### src/rtl/pc_gen_if.sv
// Fetch-PC generator bus: stall/redirect/BTB-update inputs and fetch-address outputs.
interface pc_gen_if #(
  parameter int ADDR_W = 32
);
  logic              rdy;
  logic              stall_hold;
  logic              stall_fetch;
  logic              ex_redirect;
  logic [ADDR_W-1:0] ex_redirect_target;
  logic              ex_upd_valid;
  logic [ADDR_W-1:0] ex_upd_pc;
  logic              ex_upd_taken;
  logic [ADDR_W-1:0] ex_upd_target;
  logic [ADDR_W-1:0] pc;
  logic              jmp;
  logic              pred_taken;
  logic [ADDR_W-1:0] pred_target;
  logic [15:0]       redirect_cnt;

  // Controller side: stall controller and EX branch resolver.
  modport master (
    output rdy, stall_hold, stall_fetch, ex_redirect, ex_redirect_target,
           ex_upd_valid, ex_upd_pc, ex_upd_taken, ex_upd_target,
    input  pc, jmp, pred_taken, pred_target, redirect_cnt
  );

  // PC generator side.
  modport slave (
    input  rdy, stall_hold, stall_fetch, ex_redirect, ex_redirect_target,
           ex_upd_valid, ex_upd_pc, ex_upd_taken, ex_upd_target,
    output pc, jmp, pred_taken, pred_target, redirect_cnt
  );
endinterface

### src/rtl/pc_gen.sv
// Fetch-PC generator with an internal direct-mapped BTB of 2-bit saturating
// counters. Resolves reset/ready/stall/redirect/prediction priority each cycle.
module pc_gen #(
  parameter int                ADDR_W     = 32,
  parameter logic [ADDR_W-1:0] RESET_PC   = '0,
  parameter int                INST_BYTES = 4,
  parameter int                BTB_DEPTH  = 16
) (
  input  logic     clk,
  input  logic     rst,
  pc_gen_if.slave  bus
);
  localparam int OFS_W = $clog2(INST_BYTES);
  localparam int IDX_W = $clog2(BTB_DEPTH);
  localparam int TAG_W = ADDR_W - IDX_W - OFS_W;
  localparam logic [ADDR_W-1:0] STEP = ADDR_W'(INST_BYTES);

  logic              valid_q  [BTB_DEPTH];
  logic [TAG_W-1:0]  tag_q    [BTB_DEPTH];
  logic [ADDR_W-1:0] target_q [BTB_DEPTH];
  logic [1:0]        ctr_q    [BTB_DEPTH];

  logic [ADDR_W-1:0] pc_q, pc_d;
  logic              jmp_q, jmp_d;
  logic [15:0]       cnt_q, cnt_d;

  logic [IDX_W-1:0]  lk_idx;
  logic [TAG_W-1:0]  lk_tag;
  logic              lk_hit;
  logic              pred_taken;
  logic [ADDR_W-1:0] seq_pc;
  logic [ADDR_W-1:0] pred_target;

  logic [IDX_W-1:0]  up_idx;
  logic [TAG_W-1:0]  up_tag;
  logic              up_hit;
  logic              btb_we;
  logic              wr_valid;
  logic [TAG_W-1:0]  wr_tag;
  logic [ADDR_W-1:0] wr_target;
  logic [1:0]        wr_ctr;

  // Offset bits of the update PC never select an entry; only the index/tag matter.
  logic unused_upd_ofs;
  assign unused_upd_ofs = ^bus.ex_upd_pc[OFS_W-1:0];

  // Zero-latency lookup on the registered BTB for the current fetch PC.
  assign lk_idx      = pc_q[OFS_W+IDX_W-1:OFS_W];
  assign lk_tag      = pc_q[ADDR_W-1:OFS_W+IDX_W];
  assign lk_hit      = valid_q[lk_idx] && (tag_q[lk_idx] == lk_tag);
  assign pred_taken  = lk_hit && ctr_q[lk_idx][1];
  assign seq_pc      = pc_q + STEP;
  assign pred_target = pred_taken ? target_q[lk_idx] : seq_pc;

  assign up_idx = bus.ex_upd_pc[OFS_W+IDX_W-1:OFS_W];
  assign up_tag = bus.ex_upd_pc[ADDR_W-1:OFS_W+IDX_W];
  assign up_hit = valid_q[up_idx] && (tag_q[up_idx] == up_tag);

  assign bus.pc           = pc_q;
  assign bus.jmp          = jmp_q;
  assign bus.pred_taken   = pred_taken;
  assign bus.pred_target  = pred_target;
  assign bus.redirect_cnt = cnt_q;

  // Next fetch PC: ready gates everything, then hold, redirect, fetch stall, prediction, step.
  always_comb begin
    pc_d  = pc_q;
    jmp_d = jmp_q;
    cnt_d = cnt_q;
    if (bus.rdy) begin
      if (bus.stall_hold) begin
        pc_d  = pc_q;
      end else if (bus.ex_redirect) begin
        pc_d  = bus.ex_redirect_target;
        jmp_d = 1'b0;
        if (cnt_q != 16'hFFFF) begin
          cnt_d = cnt_q + 16'd1;
        end
      end else if (bus.stall_fetch) begin
        pc_d  = pc_q;
      end else if (pred_taken) begin
        pc_d  = pred_target;
        jmp_d = 1'b1;
      end else begin
        pc_d  = seq_pc;
        jmp_d = 1'b0;
      end
    end
  end

  // BTB write for a resolved branch: train on hit, allocate only on a taken miss.
  always_comb begin
    btb_we    = 1'b0;
    wr_valid  = valid_q[up_idx];
    wr_tag    = tag_q[up_idx];
    wr_target = target_q[up_idx];
    wr_ctr    = ctr_q[up_idx];
    if (bus.rdy && bus.ex_upd_valid) begin
      if (up_hit) begin
        btb_we = 1'b1;
        if (bus.ex_upd_taken) begin
          wr_target = bus.ex_upd_target;
          if (ctr_q[up_idx] != 2'b11) begin
            wr_ctr = ctr_q[up_idx] + 2'd1;
          end
        end else if (ctr_q[up_idx] != 2'b00) begin
          wr_ctr = ctr_q[up_idx] - 2'd1;
        end
      end else if (bus.ex_upd_taken) begin
        btb_we    = 1'b1;
        wr_valid  = 1'b1;
        wr_tag    = up_tag;
        wr_target = bus.ex_upd_target;
        wr_ctr    = 2'b10;
      end
    end
  end

  // PC, jump flag and redirect counter registers with synchronous active-low reset.
  always_ff @(posedge clk) begin
    if (!rst) begin
      pc_q  <= RESET_PC;
      jmp_q <= 1'b0;
      cnt_q <= 16'd0;
    end else begin
      pc_q  <= pc_d;
      jmp_q <= jmp_d;
      cnt_q <= cnt_d;
    end
  end

  // BTB storage; reset invalidates every entry and weakens every counter.
  always_ff @(posedge clk) begin
    if (!rst) begin
      for (int i = 0; i < BTB_DEPTH; i++) begin
        valid_q[i] <= 1'b0;
        ctr_q[i]   <= 2'b01;
      end
    end else if (btb_we) begin
      valid_q[up_idx]  <= wr_valid;
      tag_q[up_idx]    <= wr_tag;
      target_q[up_idx] <= wr_target;
      ctr_q[up_idx]    <= wr_ctr;
    end
  end
endmodule

### src/flat_wrapper.sv
// flat-port wrapper written by rule: the top's interface ports become plain ports
module pc_gen_flat 
#(
  parameter int                ADDR_W     = 32,
  parameter logic [ADDR_W-1:0] RESET_PC   = '0,
  parameter int                INST_BYTES = 4,
  parameter int                BTB_DEPTH  = 16
)
  (clk, rst, bus_rdy, bus_stall_hold, bus_stall_fetch, bus_ex_redirect, bus_ex_redirect_target, bus_ex_upd_valid, bus_ex_upd_pc, bus_ex_upd_taken, bus_ex_upd_target, bus_pc, bus_jmp, bus_pred_taken, bus_pred_target, bus_redirect_cnt);
  pc_gen_if #(.ADDR_W(ADDR_W)) bus_i ();
  input  logic clk;
  input  logic rst;
  input wire logic [$bits(bus_i.rdy)-1:0] bus_rdy;
  input wire logic [$bits(bus_i.stall_hold)-1:0] bus_stall_hold;
  input wire logic [$bits(bus_i.stall_fetch)-1:0] bus_stall_fetch;
  input wire logic [$bits(bus_i.ex_redirect)-1:0] bus_ex_redirect;
  input wire logic [$bits(bus_i.ex_redirect_target)-1:0] bus_ex_redirect_target;
  input wire logic [$bits(bus_i.ex_upd_valid)-1:0] bus_ex_upd_valid;
  input wire logic [$bits(bus_i.ex_upd_pc)-1:0] bus_ex_upd_pc;
  input wire logic [$bits(bus_i.ex_upd_taken)-1:0] bus_ex_upd_taken;
  input wire logic [$bits(bus_i.ex_upd_target)-1:0] bus_ex_upd_target;
  output wire logic [$bits(bus_i.pc)-1:0] bus_pc;
  output wire logic [$bits(bus_i.jmp)-1:0] bus_jmp;
  output wire logic [$bits(bus_i.pred_taken)-1:0] bus_pred_taken;
  output wire logic [$bits(bus_i.pred_target)-1:0] bus_pred_target;
  output wire logic [$bits(bus_i.redirect_cnt)-1:0] bus_redirect_cnt;
  assign bus_i.rdy = bus_rdy;
  assign bus_i.stall_hold = bus_stall_hold;
  assign bus_i.stall_fetch = bus_stall_fetch;
  assign bus_i.ex_redirect = bus_ex_redirect;
  assign bus_i.ex_redirect_target = bus_ex_redirect_target;
  assign bus_i.ex_upd_valid = bus_ex_upd_valid;
  assign bus_i.ex_upd_pc = bus_ex_upd_pc;
  assign bus_i.ex_upd_taken = bus_ex_upd_taken;
  assign bus_i.ex_upd_target = bus_ex_upd_target;
  assign bus_pc = bus_i.pc;
  assign bus_jmp = bus_i.jmp;
  assign bus_pred_taken = bus_i.pred_taken;
  assign bus_pred_target = bus_i.pred_target;
  assign bus_redirect_cnt = bus_i.redirect_cnt;
  pc_gen #(.ADDR_W(ADDR_W), .RESET_PC(RESET_PC), .INST_BYTES(INST_BYTES), .BTB_DEPTH(BTB_DEPTH)) u_core (.clk(clk), .rst(rst), .bus(bus_i));
endmodule
### config.mk
export PLATFORM = sky130hd
export DESIGN_NAME = pc_gen_flat
export DESIGN_NICKNAME = d
export VERILOG_FILES = /design/src/rtl/pc_gen_if.sv /design/src/rtl/pc_gen.sv /design/src/flat_wrapper.sv
export SDC_FILE = /design/constraint.sdc
export NUM_CORES = 1
export LEC_CHECK = 0
export CAP_MARGIN = 30
export CORE_MARGIN = 8
export CORE_UTILIZATION = 50
export CTS_CLUSTER_SIZE = 30
export DETAILED_ROUTE_END_ITERATION = 8
export HOLD_SLACK_MARGIN = 0.02
export PLACE_DENSITY = 0.68
export SETUP_SLACK_MARGIN = 0.4
export SYNTH_ARGS = -nofsm -noshare
export SYNTH_HDL_FRONTEND = slang
export SYNTH_SLANG_ARGS = --single-unit
### constraint.sdc
create_clock -name clk -period 17.3 [get_ports clk]
set_input_delay 5.19 -clock clk [delete_from_list [all_inputs] [get_ports clk]]
set_output_delay 5.19 -clock clk [all_outputs]
set_load 0.005 [all_outputs]
==> summary.md <==
| Metric | Value |
|---|---|
| Status | `completed` |
| First-pass GRT wire length | `186000 um` |
| YS warnings | `0` |
| Clk_skew | `around 0.030 ns` |
| Most frequent cells in the layout | `edfxtp_1 (960), mux4_2 (345), clkdlybuf4s50_1 (177)` |
| Largest net degree at the start of global routing | `95` |
| Antenna violations before repair | `4` |
| TritonCTS buffer count | `around 100` |
| GR Overflow Total | `0` |
| Clock network power share | `0.420` |
| Sw frac | `0.223` |
| Post-Syn Area | `0.0461 mm^2` |
| Slew @ Worst Pin | `roughly 1.1 ns` |
| Final hold viol count | `0` |
| Worst rel slew slack | `0.226` |
| Worst setup SP type | `flop` |
| DR WL/cell | `about 32 um` |
| Max-cap violations | `0` |
| Post-DR vias/cell | `6.62` |
| Syn_nets | `~2.7k` |
| Post-CTS setup buffers | `0` |
| Routed wire length | `about 130000 um` |
| # DRC | `0` |
| PwrDens | `103 mW/mm^2` |
| Mean Syn Cell Area | `approximately 18 um^2` |
| Leading cell type in the layout, fill and taps excluded | `edfxtp_1` |
| Gate power share | `0.072` |
| Ratio of cells with drive above 1 in the final layout | `0.255` |
| Clk sinks | `a little over 1k` |
| Detailed-route via count | `between 20k and 30k` |
| GRT Total Usage | `0.247` |
| Cts repair resizes | `0` |
| Tmin final | `12.02 ns` |
| Iteration-0 DRC Markers | `around 3.1k` |
| Fin. max-slew vios | `0` |
| Synth area leader | `edfxtp_1` |
| Internal | `4.24 mW` |
| Nets | `between 2k and 3k` |
| Post-route ant nets | `0` |
| Area of the multi-input gates | `about 0.015 mm^2` |
| Post-route setup TNS | `0 ns` |
| Vias in the first global route | `26.9k` |
| CP Max Fanout | `36` |
| Unrepaired setup endpoints after global routing | `no` |
| Cells after Synth | `2546` |
| DIE HEIGHT | `approximately 320 um` |
| # port buffers | `183` |
| I/O pin count | `186` |
| Sequential power share | `0.508` |
| Root buf cell | `clkbuf_16` |
| Die span in x | `between 300 and 400 um` |
| Full die area | `a little over 0.1 mm^2` |
| Achievable frequency | `around 83 MHz` |
| Gp weighted congestion | `approximately 0.88` |
| Critical Path RT | `about 12 ns` |
| Net Sw Power | `1.22 mW` |
| Main synth FF type | `edfxtp_1` |
| Post-synthesis sequential area ratio | `0.656` |
| Max clock buf depth | `3` |
| TritonCTS clock tree | `built` |
| CTS Hold Buffers Added | `0` |
| Pleak | `16.7 nW` |
| Fin cells | `about 4k` |
| Leading post-synthesis cells by cell area | `edfxtp_1 (63%), mux4_2 (17%), mux2i_1 (3.3%), dfxtp_1 (3.0%), xnor2_1 (1.3%)` |
| Min-delay worst type | `flop to flop` |
| Crit path arrival time | `6.83 ns` |
| Synth top area share | `0.626` |
| Final setup violation count | `0` |
| Distinct cells, synth | `roughly 80` |
| Post-synth EDFFs | `960` |
| #FFs+latches synth | `1029` |
| Crit end category | `primary output` |
| Reg area | `a little over 0.03 mm^2` |
| Layout area overhead | `15.0%` |
| Area of the core | `just over 0.09 mm^2` |
| H-tree Lvls | `3` |
| Async set-reset flop share out of synthesis | `0` |
| Later-pin clock latency in the skew report | `approximately 0.7 ns` |
| Dpl cells | `3807` |
| Finished Core Util | `0.579` |
| Final period util | `0.695` |
| Detailed-placement wirelength estimate | `around 77000 um` |
| Fillers | `~6.7k` |
| TritonRoute pass-1 iters | `5` |
| Reg clk slew, reported paths | `around 0.060 ns` |
| VDD IR-drop max | `~0.000083 V` |
| Initial Util | `0.503` |
| Row Count | `111` |
| Crit path kind | `flop to primary output` |
-- synthesized netlist by cell type (38+ instances only) --
cell,n
buf_2,44
clkbuf_1,77
dfxtp_1,69
edfxtp_1,960
mux2_2,38
mux2i_1,151
mux4_2,345
nand2_1,87
nand3_1,82
nor2_1,57
o21ai_0,61
xnor2_1,69
-- cell families (layout without fill, tap and decap cells) --
| logic type | after synthesis | after routing | share of synthesized area |
|---|---|---|---|
| compound gates | 239 | 239 | 0.0370 |
| mux | 556 | 556 | 0.218 |
| xor+xnor | 92 | 92 | 0.0175 |
| simple gates | 424 | 424 | 0.0499 |
| buf+inv | 203 | 483 | 0.0212 |
| other cells | 0 | 2 | 0 |
| fa+ha+maj | 3 | 3 | 0.000760 |
| flops | 1029 | 1029 | 0.656 |
-- flip-flops by register name, summed over array words and instances, names as in the netlist, named ones only --
register                 count
u_core.bus.pc               32
u_core.bus.redirect_cnt     16
u_core.bus.jmp               1
u_core.valid_q              16
u_core.ctr_q                32
u_core.tag_q               416
u_core.target_q            512
-- critical path, cell delays in order, from the launching register on --
cell             delay (ns)
dfxtp_4                0.71
buf_12                 0.30
buf_4                  0.54
buf_4                  0.56
mux4_2                 0.57
a22o_1                 0.26
a221oi_2               0.46
xnor2_1                0.25
or4_4                  0.57
nor4_4                 0.33
nand2_4                0.50
mux2_4                 0.49
clkdlybuf4s50_1        0.47
-- power groups by stage --
| stage | registers, mW | clock network (mW) | logic, mW |
|---|---|---|---|
| floorplan | 2.81 | 0 | 0.248 |
| global placement | 2.82 | 0 | 0.375 |
| detailed placement | 2.82 | 0 | 0.389 |
| CTS | 2.77 | 2.32 | 0.391 |
| global route | 2.77 | 2.41 | 0.418 |
| finish | 2.77 | 2.29 | 0.395 |
-- per-layer routing --
| layer | GRT usage | vias up | routed length [um] |
|---|---|---|---|
| li1 | - | 10900 | - |
| met3 | 0.0511 | 232 | 11900 |
| met1 | 0.332 | 14000 | 50000 |
| met5 | 0 | - | 13 |
| met4 | 0.0782 | 2 | 3880 |
| met2 | 0.407 | 1424 | 63200 |
-- metrics by stage --
stage          worst slack, ns  power [mW]  hold slack (ns)  instance area, um^2
3_3_place_gp              5.47        3.20            0.459                49200
6_report                  5.28        5.46            0.481                53000
5_1_grt                   4.98        5.60            0.496                53000
3_5_place_dp              5.34        3.21            0.475                49300
4_1_cts                   5.21        5.48            0.483                52900
2_1_floorplan             7.16        3.06            0.433                46100
-- path summary, 6_finish.rpt --
check / cells past startpoint / to / startpoint / slack [ns]
setup / recovery: 12 / bus_pred_target[30] / flop / 5.28
hold / removal: 2 / u_core.valid_q[9] / u_core.valid_q[9] / 0.48
setup reg to reg: 12 / flop / flop / 11.25
hold reg to reg: 2 / u_core.valid_q[9] / u_core.valid_q[9] / 0.48
-- layout make-up --
cell class,instances,area share
diodes,2,0.0000945
repair buffers,267,0.0480
clock inverters,63,0.0144
multi-input cells,1314,0.285
clock buffers,134,0.0522
inverters,19,0.00139
well taps,1186,0.0280
flip-flops and latches,1029,0.571
Note: power is estimated with default switching activity, not from simulation.
